--- src/rtl/sr_bcast_pkg.sv ---
// Shared sizing helpers and parameter legality check for the broadcast buffer.
package sr_bcast_pkg;

   localparam int unsigned MAX_NCH = 16;

   function automatic int unsigned ptr_w(input int unsigned depth);
      return (depth > 1) ? $clog2(depth) : 1;
   endfunction

   function automatic int unsigned lvl_w(input int unsigned depth);
      return $clog2(depth + 1);
   endfunction

   function automatic bit params_ok(input int unsigned width,
                                    input int unsigned nch,
                                    input int unsigned depth);
      return (width >= 1) && (nch >= 1) && (nch <= MAX_NCH) &&
             (depth >= 2) && ((depth & (depth - 1)) == 0);
   endfunction

endpackage

--- src/rtl/sr_bcast_if.sv ---
// Producer-side and consumer-side handshake bundle of the broadcast buffer.
interface sr_bcast_if
   import sr_bcast_pkg::*;
#(
   parameter int unsigned WIDTH = 8,
   parameter int unsigned NCH   = 4,
   parameter int unsigned DEPTH = 4
);
   localparam int unsigned LW = lvl_w(DEPTH);

   logic                   in_valid;
   logic                   in_ready;
   logic [WIDTH-1:0]       in_data;
   logic [NCH-1:0]         out_valid;
   logic [NCH-1:0]         out_ready;
   logic [NCH*WIDTH-1:0]   out_data;
   logic [LW-1:0]          level;

   modport master (
      output in_valid, in_data, out_ready,
      input  in_ready, out_valid, out_data, level
   );

   modport slave (
      input  in_valid, in_data, out_ready,
      output in_ready, out_valid, out_data, level
   );

endinterface

--- src/rtl/sr_bcast_mem.sv ---
// DEPTH x WIDTH word storage: one synchronous write port, one asynchronous read port.
module sr_bcast_mem
   import sr_bcast_pkg::*;
#(
   parameter int unsigned WIDTH = 8,
   parameter int unsigned DEPTH = 4
) (
   input  logic                      clk,
   input  logic                      we,
   input  logic [ptr_w(DEPTH)-1:0]   waddr,
   input  logic [WIDTH-1:0]          wdata,
   input  logic [ptr_w(DEPTH)-1:0]   raddr,
   output logic [WIDTH-1:0]          rdata
);

   logic [WIDTH-1:0] mem_q [DEPTH];

   // Contents are deliberately not reset; occupancy tracking makes stale words invisible.
   always_ff @(posedge clk) begin
      if (we) mem_q[waddr] <= wdata;
   end

   assign rdata = mem_q[raddr];

endmodule

--- src/rtl/sr_bcast_buf.sv ---
// Broadcast FIFO: one producer, NCH consumers; a word retires once every channel took it.
module sr_bcast_buf
   import sr_bcast_pkg::*;
#(
   parameter int unsigned   WIDTH    = 8,
   parameter int unsigned   NCH      = 4,
   parameter int unsigned   DEPTH    = 4,
   parameter logic [NCH-1:0] INV_MASK = '0
) (
   input  logic     clk,
   input  logic     rst_n,
   sr_bcast_if.slave bus
);

   localparam int unsigned PW = ptr_w(DEPTH);
   localparam int unsigned LW = lvl_w(DEPTH);

   if (!params_ok(WIDTH, NCH, DEPTH)) begin : g_bad_params
      $error("sr_bcast_buf: illegal WIDTH/NCH/DEPTH combination");
   end

   logic [PW-1:0]    wr_ptr_q, wr_ptr_d;
   logic [PW-1:0]    rd_ptr_q, rd_ptr_d;
   logic [LW-1:0]    level_q,  level_d;
   logic [NCH-1:0]   done_q,   done_d;
   logic [NCH-1:0]   out_valid_c;
   logic [NCH-1:0]   accept_c;
   logic             push_c, pop_c, nonempty_c, in_ready_c;
   logic [WIDTH-1:0] head_c;

   sr_bcast_mem #(.WIDTH(WIDTH), .DEPTH(DEPTH)) u_mem (
      .clk   (clk),
      .we    (push_c),
      .waddr (wr_ptr_q),
      .wdata (bus.in_data),
      .raddr (rd_ptr_q),
      .rdata (head_c)
   );

   // Handshake decode and next-state; in_ready and out_valid come only from flops.
   always_comb begin
      nonempty_c  = (level_q != LW'(0));
      in_ready_c  = (level_q != LW'(DEPTH));
      out_valid_c = {NCH{nonempty_c}} & ~done_q;
      accept_c    = out_valid_c & bus.out_ready;
      push_c      = bus.in_valid & in_ready_c;
      pop_c       = nonempty_c & (&(done_q | accept_c));

      wr_ptr_d = wr_ptr_q;
      rd_ptr_d = rd_ptr_q;
      level_d  = level_q;
      done_d   = done_q | accept_c;

      if (push_c) wr_ptr_d = wr_ptr_q + PW'(1);
      if (pop_c) begin
         rd_ptr_d = rd_ptr_q + PW'(1);
         done_d   = '0;
      end
      case ({push_c, pop_c})
         2'b10:   level_d = level_q + LW'(1);
         2'b01:   level_d = level_q - LW'(1);
         default: level_d = level_q;
      endcase
   end

   always_ff @(posedge clk or negedge rst_n) begin
      if (!rst_n) begin
         wr_ptr_q <= '0;
         rd_ptr_q <= '0;
         level_q  <= '0;
         done_q   <= '0;
      end else begin
         wr_ptr_q <= wr_ptr_d;
         rd_ptr_q <= rd_ptr_d;
         level_q  <= level_d;
         done_q   <= done_d;
      end
   end

   assign bus.in_ready  = in_ready_c;
   assign bus.out_valid = out_valid_c;
   assign bus.level     = level_q;

   for (genvar c = 0; c < NCH; c++) begin : g_ch
      assign bus.out_data[c*WIDTH +: WIDTH] = head_c ^ {WIDTH{INV_MASK[c]}};
   end

endmodule

--- src/flat_wrapper.sv ---
// flat-port wrapper written by rule: the top's interface ports become plain ports
module sr_bcast_buf_flat import sr_bcast_pkg::*;
#(
   parameter int unsigned   WIDTH    = 8,
   parameter int unsigned   NCH      = 4,
   parameter int unsigned   DEPTH    = 4,
   parameter logic [NCH-1:0] INV_MASK = '0
)
  (clk, rst_n, bus_in_valid, bus_in_data, bus_out_ready, bus_in_ready, bus_out_valid, bus_out_data, bus_level);
  sr_bcast_if #(.WIDTH(WIDTH), .NCH(NCH), .DEPTH(DEPTH)) bus_i ();
  input  logic clk;
  input  logic rst_n;
  input wire logic [$bits(bus_i.in_valid)-1:0] bus_in_valid;
  input wire logic [$bits(bus_i.in_data)-1:0] bus_in_data;
  input wire logic [$bits(bus_i.out_ready)-1:0] bus_out_ready;
  output wire logic [$bits(bus_i.in_ready)-1:0] bus_in_ready;
  output wire logic [$bits(bus_i.out_valid)-1:0] bus_out_valid;
  output wire logic [$bits(bus_i.out_data)-1:0] bus_out_data;
  output wire logic [$bits(bus_i.level)-1:0] bus_level;
  assign bus_i.in_valid = bus_in_valid;
  assign bus_i.in_data = bus_in_data;
  assign bus_i.out_ready = bus_out_ready;
  assign bus_in_ready = bus_i.in_ready;
  assign bus_out_valid = bus_i.out_valid;
  assign bus_out_data = bus_i.out_data;
  assign bus_level = bus_i.level;
  sr_bcast_buf #(.WIDTH(WIDTH), .NCH(NCH), .DEPTH(DEPTH), .INV_MASK(INV_MASK)) u_core (.clk(clk), .rst_n(rst_n), .bus(bus_i));
endmodule
--- config.mk ---
export PLATFORM = sky130hd
export DESIGN_NAME = sr_bcast_buf_flat
export DESIGN_NICKNAME = d
export VERILOG_FILES = /design/src/rtl/sr_bcast_pkg.sv /design/src/rtl/sr_bcast_if.sv /design/src/rtl/sr_bcast_mem.sv /design/src/rtl/sr_bcast_buf.sv /design/src/flat_wrapper.sv
export SDC_FILE = /design/constraint.sdc
export NUM_CORES = 1
export LEC_CHECK = 0
export BUFFER_PORTS_ARGS = -buffer_cell sky130_fd_sc_hd__buf_4
export CORE_ASPECT_RATIO = 1.4
export CORE_UTILIZATION = 46
export CTS_CLUSTER_DIAMETER = 60
export DETAILED_ROUTE_END_ITERATION = 10
export MAX_ROUTING_LAYER = met4
export PLACE_DENSITY = 0.75
export SLEW_MARGIN = 20
export SYNTH_ARGS = -nofsm -noshare
export SYNTH_HDL_FRONTEND = slang
export SYNTH_SLANG_ARGS = --single-unit
export TNS_END_PERCENT = 30
--- constraint.sdc ---
create_clock -name clk -period 2.2 [get_ports clk]
set_clock_uncertainty 0.15 [all_clocks]
set_input_delay 0.44 -clock clk [delete_from_list [all_inputs] [get_ports clk]]
set_output_delay 0.44 -clock clk [all_outputs]
set_load 0.005 [all_outputs]
==> results of run 1 <==
worst paths after layout:
kind | startpoint | endpoint | slack (ns) | depth (start not counted)
max | u_core.rd_ptr_q[0]$_DFFE_PN0P_ | bus_out_data[17] | -0.0003 | 3
min | bus_in_data[7] | u_core.u_mem.mem_q[0][7]$_DFFE_PP_ | 0.19 | 1
max reg2reg | u_core.bus.level[1]$_DFFE_PN0P_ | u_core.bus.level[2]$_DFFE_PN0P_ | 0.05 | 9
min reg2reg | u_core.done_q[3]$_DFF_PN0_ | u_core.done_q[3]$_DFF_PN0_ | 0.43 | 2
max in group asynchronous | rst_n | u_core.wr_ptr_q[0]$_DFFE_PN0P_ | 1.38 | 2
min in group asynchronous | rst_n | u_core.done_q[2]$_DFF_PN0_ | 0.35 | 2
through the flow:
step	total power (W)	hold WS [ns]	utilization
final	0.00373	0.192	0.619
after global routing	0.00397	0.182	0.619
after CTS	0.00364	0.187	0.603
after detailed placement	0.00314	0.136	0.578
after global placement	0.00303	0.133	0.578
after floorplan	0.00245	-0.00559	-
metal layers:
layer / GRT usage / vias up / part of all wire
li1: - / 539 / -
met1: 0.188 / 576 / 0.36
met2: 0.341 / 39 / 0.58
met3: 0.0421 / 8 / 0.038
met4: 0.0878 / 0 / 0.026
met5: - / - / 0
area by class of cell:
class,instances,area (um^2),area share
clock buffers,6,72.6,0.0292
well taps,43,53.8,0.0216
flip-flops and latches,43,1240,0.497
clock inverters,2,12.5,0.00503
inverters,6,22.5,0.00905
repair buffers,68,556,0.223
multi-input cells,53,536,0.215
power by group through the flow:
| stage | combinational (W) | clock, W | sequential [W] |
|---|---|---|---|
| 6_report | 0.00198 | 0.000487 | 0.00126 |
| 5_1_grt | 0.00216 | 0.000525 | 0.00128 |
| 4_1_cts | 0.00188 | 0.000493 | 0.00126 |
| 3_5_place_dp | 0.00186 | 0 | 0.00128 |
| 3_3_place_gp | 0.00177 | 0 | 0.00126 |
| 2_1_floorplan | 0.00122 | 0 | 0.00122 |
flip-flops by register name, indices dropped and copies added, names as in the netlist:
register / count
u_core.u_mem.mem_q: 32
u_core.done_q: 4
u_core.bus.level: 3
u_core.rd_ptr_q: 2
u_core.wr_ptr_q: 2
timing repair:
item | CTS | global route
pin swaps | 1 | 2
buffers inserted | 1 | 3
resized for setup | 0 | 11
endpoints found under the setup margin | 33 | 33
hold endpoints to repair | 11 | 0
hold buffers | 1 | 0
cloned | 0 | 0
cells by family after synthesis:
logic type	Yosys count	synth area share
flip-flops	43	0.628
buffers and inverters	32	0.107
multiplexers	10	0.104
XOR/XNOR	6	0.0267
adder cells (fa/ha/maj)	6	0.0420
AND/OR/NAND/NOR	21	0.0648
AO/OA/AOI/OAI	10	0.0267
placed cells by master, fill, tap and decap left out, drive strengths merged:
master / Yosys / layout
mux2i: 1 / 1
and2: 1 / 1
clkinv: 0 / 1
xnor2: 2 / 2
mux4: 8 / 8
clkbuf: 0 / 6
or3: 1 / 1
xor2: 4 / 4
buf: 26 / 67
edfxtp: 32 / 32
and3: 4 / 4
a21oi: 8 / 8
nor3: 2 / 2
ha: 5 / 5
or2: 4 / 4
dfrtp: 11 / 11
inv: 6 / 6
nor4b: 1 / 1
or3b: 1 / 1
nor2: 7 / 7
mux2: 1 / 1
fa: 1 / 1
o22ai: 2 / 2
dlygate4sd3: 0 / 1
clkinvlp: 0 / 1
worst max-delay path: stages (launching register included):
cell and delay, ns:
dfrtp_1 0.41, buf_12 0.16, mux4_2 0.57, buf_4 0.17
==> results.txt, run 1 <==
WP data required: 1.61 ns
Die Area: 4550 um^2
Worst Hold Class: primary input to flop
most frequent cells after synthesis: edfxtp_1 (32), buf_4 (24), dfrtp_1 (11)
total track usage: 0.188
top cell type by total area after synthesis: edfxtp_1
Leakage: 1.04 nW
diode count: 0
endpoints failing setup: 1
Max H-tree Level: 2
RSZ-0062 raised after global routing: true
Gate power share: 0.531
I/O Pins: 55
failing checks: DRC, setup timing
Synth Warn #: 0
Synthesized Nets: 149
vias per cell: 5.26
DRT Pass-1 Iters: 9
I/O Buffers: 54
Final TNS setup: -0.000309 ns
Final HPWL DP: 2.76 mm
Finished Layout Cells: 221
TritonCTS buffer count: 5
Max-Cap Viols: 0
Synth area leaders: edfxtp_1 (49%), dfrtp_1 (14%), buf_4 (9.2%), mux4_2 (9.2%), ha_1 (3.2%)
Die H: 79.4 um
core footprint: 4020 um^2
Hold Vio Cnt, Final: 0
GR Overflow Total: 0
maximum clock rate: 0.454 GHz
register area share after synthesis: 0.628
Setup crit start kind: flop
Worst-Margin Slew: 0.424 ns
final-stage net count: 198
Setup WS post-layout: -0.000309 ns
P&R area growth vs syn: 26.4%
P_sw: 0.00122 W
antenna-violating nets left: 0
pin count of the biggest net entering global routing: 14
CTS tree: yes
most common cell in the netlist: edfxtp_1
Die Width: 57.3 um
Clock Tree Buf Depth: 2
layout cells sized above 1: 0.556
syn avg cell area: 15.4 um^2
VDD IR-drop max: 875 uV
Rel. slew slack: 0.718
Distinct cells, synth: 23
initial drt markers: 34
Clock Tree Root: clkbuf_8
Synth Register Bits: 43
dpl ws: -0.0405 ns
post-synthesis async set-or-reset flop share: 0.256
final instance area: 2490 um^2
ys flop type: edfxtp_1
sw frac: 0.327
Gate Count Post-Synth: 128
internal power: 0.00251 W
critical path class: flop to primary output
Flop pwr share: 0.338
Yosys top cell area share: 0.488
clock share of power: 0.131
CP max FO: 8
DP Cell Count: 208
Fillers: 307
period utilization: 1.00
wire per inst: 16.8 um
DR vias: 1162
drc violations: 6
number of flops mapped to enable cells by yosys: 32
fin crit period: 2.20 ns
initial antenna violation count: 0
Mapped Area: 1970 um^2
placed cell areas: 2320 um^2
vias in the first global route: 1204
clock sinks: 43
first-pass GRT wire length: 5.91 mm
clk slew on worst S/H paths: 0.08 ns
drt total wl: 3.72 mm
PD cells: 1500 nW/um^2
num rows: 27
clk_lat worst skew: 0.30 ns
count of final max-slew check failures: 0
Final GP Congestion: 0.790
Worst Setup End Kind: primary output
Critical Path AT: 1.61 ns
status: finished with violations
Initial Utilization: 0.490
No activity file was read; power rests on OpenSTA's default activity.
==> run 2, diff against run 1 <==
PLACE_DENSITY = 0.76   (was 0.75)
==> results.txt, run 2 (same netlist as run 1, synthesis figures left out) <==
status: finished with violations
failing checks: DRC
internal power: 0.00261 W (+4.1%)
most frequent cells in the layout: buf_4 (56), edfxtp_1 (32), dfrtp_1 (11)
Clock Tree Root: clkbuf_8
Die H: 79.4 um (unchanged)
Multi-input gate area: 546 um^2 (+1.9%)
wire per inst: 16.5 um (-1.9%)
clk slew on worst S/H paths: 0.08 ns (about the same)
Met1 Wirelength: 1.32 mm (-0.45%)
VDD IR-drop max: 716 uV (-18%)
total power: 0.00382 W (+2.4%)
PD cells: 1530 nW/um^2 (+1.9%)
P_sw: 0.00120 W (-1.1%)
WP data required: 1.61 ns (about the same)
antenna-violating nets left: 0 (unchanged)
sequential cell area: 1240 um^2 (unchanged)
TritonCTS buffer count: 5 (unchanged)
pin count of the biggest net entering global routing: 14 (unchanged)
Die Width: 57.3 um (unchanged)
Hold Vio Cnt, Final: 0 (unchanged)
Leakage: 1.04 nW (+0.21%)
initial antenna violation count: 0 (unchanged)
critical path class: flop to primary output
Max-Cap Viols: 0 (unchanged)
Setup crit start kind: flop
Fillers: 285 (-7.2%)
critical-path cell list: buf_8 > mux4_2 > buf_6
Final HPWL DP: 2.51 mm (-9.0%)
vias in the first global route: 1193 (-0.91%)
RSZ-0062 raised after global routing: true
length of routed met3 wiring: 179 um (+26%)
Flop pwr share: 0.329 (-0.009)
drt total wl: 3.61 mm (-2.8%)
Worst-Margin Slew: 0.424 ns (+0.000695 ns)
layout cells sized above 1: 0.557 (+0.000638)
endpoints failing setup: 0 (-1)
I/O Buffers: 54 (unchanged)
met2 routed WL: 2.00 mm (-6.8%)
core footprint: 4020 um^2 (unchanged)
drc violations: 12 (+6)
Rel. slew slack: 0.717 (about the same)
DRT Pass-1 Iters: 7 (-2)
Gate power share: 0.517 (-0.014)
DR top layer: met4
CP max FO: 8 (unchanged)
maximum clock rate: 0.458 GHz (+0.67%)
GR Overflow Total: 0 (unchanged)
period utilization: 0.993 (-0.00667)
clock sinks: 43 (unchanged)
Die Area: 4550 um^2 (unchanged)
crit path max-delay cell type: mux4_2
max reg flops: 32 (unchanged)
vias per cell: 5.23 (-0.48%)
first-pass GRT wire length: 5.73 mm (-3.0%)
sw frac: 0.315 (-0.0111)
final-stage net count: 196 (-1.0%)
Critical Path AT: 1.60 ns (about the same)
total track usage: 0.182 (-0.00553)
DR vias: 1146 (-1.4%)
R2R setup slack: 0.02 ns (-0.03 ns)
count of final max-slew check failures: 0 (unchanged)
Reg with most FFs: u_core.u_mem.mem_q
Final GP Congestion: 0.880 (+11%)
clk_lat worst skew: 0.29 ns (about the same)
Max H-tree Level: 2 (unchanged)
P&R area growth vs syn: 27.1%
fin crit period: 2.19 ns (-0.0147 ns)
Worst Setup End Kind: primary output
CTS tree: yes
Worst Hold Class: primary input to flop
diode count: 0 (unchanged)
initial drt markers: 38 (+12%)
clock share of power: 0.154 (+0.023)
Clock Tree Buf Depth: 2 (unchanged)
worst hold slack: 0.189 ns (-0.00270 ns)
I/O Pins: 55 (unchanged)
num rows: 27 (unchanged)
most common cell after layout, fill and taps aside: buf_4
worst stage delay on the critical path: 0.59 ns (+0.02 ns)
Initial Utilization: 0.490 (unchanged)
run 2: worst paths after layout:
| kind | start | endpoint | cells after the start |
|---|---|---|---|
| max in group asynchronous | rst_n | u_core.rd_ptr_q[0]$_DFFE_PN0P_ | 2 |
| min in group asynchronous | rst_n | u_core.done_q[1]$_DFF_PN0_ | 2 |
| max | u_core.rd_ptr_q[0]$_DFFE_PN0P_ | bus_out_data[19] | 3 |
| max reg2reg | u_core.bus.level[1]$_DFFE_PN0P_ | u_core.bus.level[2]$_DFFE_PN0P_ | 9 |
| min | bus_in_data[4] | u_core.u_mem.mem_q[0][4]$_DFFE_PP_ | 1 |
| min reg2reg | u_core.wr_ptr_q[1]$_DFFE_PN0P_ | u_core.wr_ptr_q[1]$_DFFE_PN0P_ | 1 |
run 2: final cells by class:
cell class              count  area share
well taps                  43      0.0215
clock inverters             3      0.0155
clock buffers               5      0.0275
multi-input cells          53       0.218
repair buffers             66       0.214
inverters                   6     0.00900
flip-flops and latches     43       0.494
run 2: routing by layer:
layer  GRT usage  up-vias
met5           -        -
met4      0.0829        0
met3      0.0535       10
met2       0.312       42
met1       0.193      558
li1            -      536
run 2: repair_timing:
item / in CTS / in global routing
setup endpoints to repair: 33 / 33
resized for setup: 1 / 14
hold endpoints to repair: 11 / 0
buffers inserted: 1 / 2
hold buffers: 1 / 0
pin swaps: 2 / 2
run 2: power by group through the flow:
stage	Sequential, W	Clock [W]	Combinational [W]
after floorplan	0.00122	0	0.00122
after global placement	0.00126	0	0.00174
after detailed placement	0.00127	0	0.00181
after CTS	0.00125	0.000599	0.00185
after global routing	0.00129	0.000640	0.00214
final	0.00126	0.000587	0.00197
run 2: metrics by stage:
| step | util | cell area, um^2 | instances | TNS, ns | setup slack [ns] |
|---|---|---|---|---|---|
| 5_1_grt | 0.622 | 2500 | 219 | -0.804 | -0.0979 |
| 6_report | 0.622 | 2500 | 219 | 0 | 0.0144 |
| 3_5_place_dp | 0.573 | 2300 | 207 | -0.0166 | -0.0166 |
| 2_1_floorplan | - | 1970 | 128 | 0 | 0.00714 |
| 3_3_place_gp | 0.573 | 2300 | 207 | 0 | 0.0532 |
| 4_1_cts | 0.605 | 2430 | 217 | -0.0166 | -0.0166 |
run 2: critical path: cells and delay by family (launching register included):
kind     cells  cell delay (ns)
flops        1             0.39
buf+inv      2             0.33
mux          1             0.59
==> run 3, diff against run 2 <==
CORE_UTILIZATION = 48   (was 46)
CTS_BUF_LIST = sky130_fd_sc_hd__clkbuf_4 sky130_fd_sc_hd__clkbuf_8   (was unset)
PLACE_DENSITY = 0.78   (was 0.76)
TNS_END_PERCENT = unset   (was 30)
==> results.txt, run 3 (same netlist as run 1, synthesis figures left out) <==
status: finished clean
Initial Utilization: 0.502 (+0.0127)
wire per inst: 16.1 um (-2.5%)
drc violations: 0 (-12)
DP Cell Count: 208 (+0.48%)
fin crit period: 2.18 ns (-0.00149 ns)
most common cell after layout, fill and taps aside: buf_4
first-pass GRT wire length: 5.57 mm (-2.9%)
Worst R2R End: u_core.bus.level[2]$_DFFE_PN0P_
Leakage: 1.07 nW (+3.0%)
Critical Path AT: 2.25 ns (+0.65 ns)
end of the worst hold path: u_core.u_mem.mem_q[1][0]$_DFFE_PP_
clock sinks: 43 (unchanged)
layout cells sized above 1: 0.548 (-0.00880)
Reg with most FFs: u_core.u_mem.mem_q
worst hold stages: 1 (unchanged)
pin count of the biggest net entering global routing: 14 (unchanged)
Rel. slew slack: 0.713 (-0.00386)
cell depth of the worst flop-to-flop path: 9 (unchanged)
antenna-violating nets left: 0 (unchanged)
TritonCTS buffer count: 5 (unchanged)
I/O Pins: 55 (unchanged)
vias in the first global route: 1225 (+2.7%)
Clock Tree Root: clkbuf_8
DRT Pass-1 Iters: 4 (-3)
Die Width: 56.1 um (-2.0%)
R2R setup slack: 0.02 ns (about the same)
Fillers: 282 (-1.1%)
final instance area: 2580 um^2 (+3.1%)
Finished Layout Cells: 220 (+0.46%)
Max H-tree Level: 2 (unchanged)
Setup crit start kind: flop
PD cells: 1540 nW/um^2 (+1.2%)
period utilization: 0.993 (about the same)
initial antenna violation count: 0 (unchanged)
maximum clock rate: 0.458 GHz (about the same)
DR vias: 1168 (+1.9%)
CP max FO: 3 (-5)
critical path class: flop to flop
Die Area: 4360 um^2 (-4.0%)
post-layout util: 0.658 (+0.0356)
Clock Tree Buf Depth: 2 (unchanged)
Die H: 77.8 um (-2.1%)
Worst Hold Class: primary input to flop
placed cell areas: 2320 um^2 (+0.87%)
P&R area growth vs syn: 31.0%
drt total wl: 3.54 mm (-2.1%)
Min-Delay Startpoint: bus_in_data[0]
Final HPWL DP: 2.65 mm (+5.5%)
num rows: 27 (unchanged)
diode count: 0 (unchanged)
Hold Vio Cnt, Final: 0 (unchanged)
most frequent cells in the layout: buf_4 (36), edfxtp_1 (32), buf_6 (29)
dpl ws: -0.0266 ns (-0.0100 ns)
Final GP Congestion: 0.795 (-9.6%)
VDD IR-drop max: 1060 uV (+49%)
Worst-Margin Slew: 0.430 ns (+0.00579 ns)
clk_lat worst skew: 0.29 ns (about the same)
I/O Buffers: 54 (unchanged)
endpoints failing setup: 0 (unchanged)
RSZ-0062 raised after global routing: true
max reg flops: 32 (unchanged)
FF-to-FF Start: u_core.bus.level[1]$_DFFE_PN0P_
count of final max-slew check failures: 0 (unchanged)
total track usage: 0.179 (-0.00300)
vias per cell: 5.31 (+1.5%)
clk slew on worst S/H paths: 0.08 ns (about the same)
Max-Cap Viols: 0 (unchanged)
GR Overflow Total: 0 (unchanged)
final-stage net count: 197 (+0.51%)
Final TNS setup: 0 ns (unchanged)
Worst Setup End Kind: flop
initial drt markers: 16 (-58%)
WP data required: 2.26 ns (+0.65 ns)
CTS tree: yes
core footprint: 3920 um^2 (-2.5%)
Setup WS post-layout: 0.0159 ns (+0.00149 ns)
==> run 3: metrics by stage <==
step                hold slack, ns  total power (W)
global placement             0.131          0.00303
floorplan                 -0.00559          0.00245
CTS                          0.189          0.00374
finish                       0.198          0.00398
detailed placement           0.135          0.00313
global route                 0.189          0.00421
==> run 3: metal layers <==
layer	GRT usage	vias to the layer above	wire length (um)
met5	-	-	0
met4	0.0927	0	75
met3	0.0517	7	170
met2	0.333	47	2140
met1	0.159	581	1150
li1	-	533	-
==> run 3: power by group <==
group / switching [W] / internal [W]
clock: 0.000243 / 0.000332
combinational: 0.000837 / 0.00131
sequential: 0.000145 / 0.00112
==> run 3: worst max path at each step <==
stage | start | to | cells after the start
2_1_floorplan | u_core.bus.level[0]$_DFFE_PN0P_ | u_core.bus.level[2]$_DFFE_PN0P_ | 9
3_3_place_gp | bus_out_ready[1] | u_core.bus.level[2]$_DFFE_PN0P_ | 9
5_1_grt | u_core.bus.level[1]$_DFFE_PN0P_ | u_core.bus.level[2]$_DFFE_PN0P_ | 10
4_1_cts | u_core.bus.level[1]$_DFFE_PN0P_ | u_core.bus.level[2]$_DFFE_PN0P_ | 9
6_report | u_core.bus.level[1]$_DFFE_PN0P_ | u_core.bus.level[2]$_DFFE_PN0P_ | 9
3_5_place_dp | bus_out_ready[1] | u_core.bus.level[2]$_DFFE_PN0P_ | 9
==> run 3: repair_timing <==
item | in CTS | in global routing
endpoints found under the setup margin | 5 | 34
hold buffers | 1 | 0
endpoints found under the hold margin | 11 | 0
setup buffers | 2 | 1
resized for setup | 0 | 31
pin swaps | 2 | 2
==> run 3: layout make-up <==
type	instances	area [um^2]	share of cell area
clock buffers	5	68.8	0.0267
clock inverters	3	38.8	0.0150
inverters	6	22.5	0.00874
multi-input cells	53	531	0.206
flip-flops and latches	43	1240	0.480
well taps	43	53.8	0.0209
repair buffers	67	627	0.243
==> run 3: critical path, stage by stage (launching register included) <==
cell	delay [ns]
dfrtp_1	0.38
or3b_4	0.40
and2_4	0.16
inv_2	0.04
ha_2	0.16
inv_1	0.05
fa_2	0.33
xor2_1	0.14
nor2_1	0.13
xor2_1	0.16
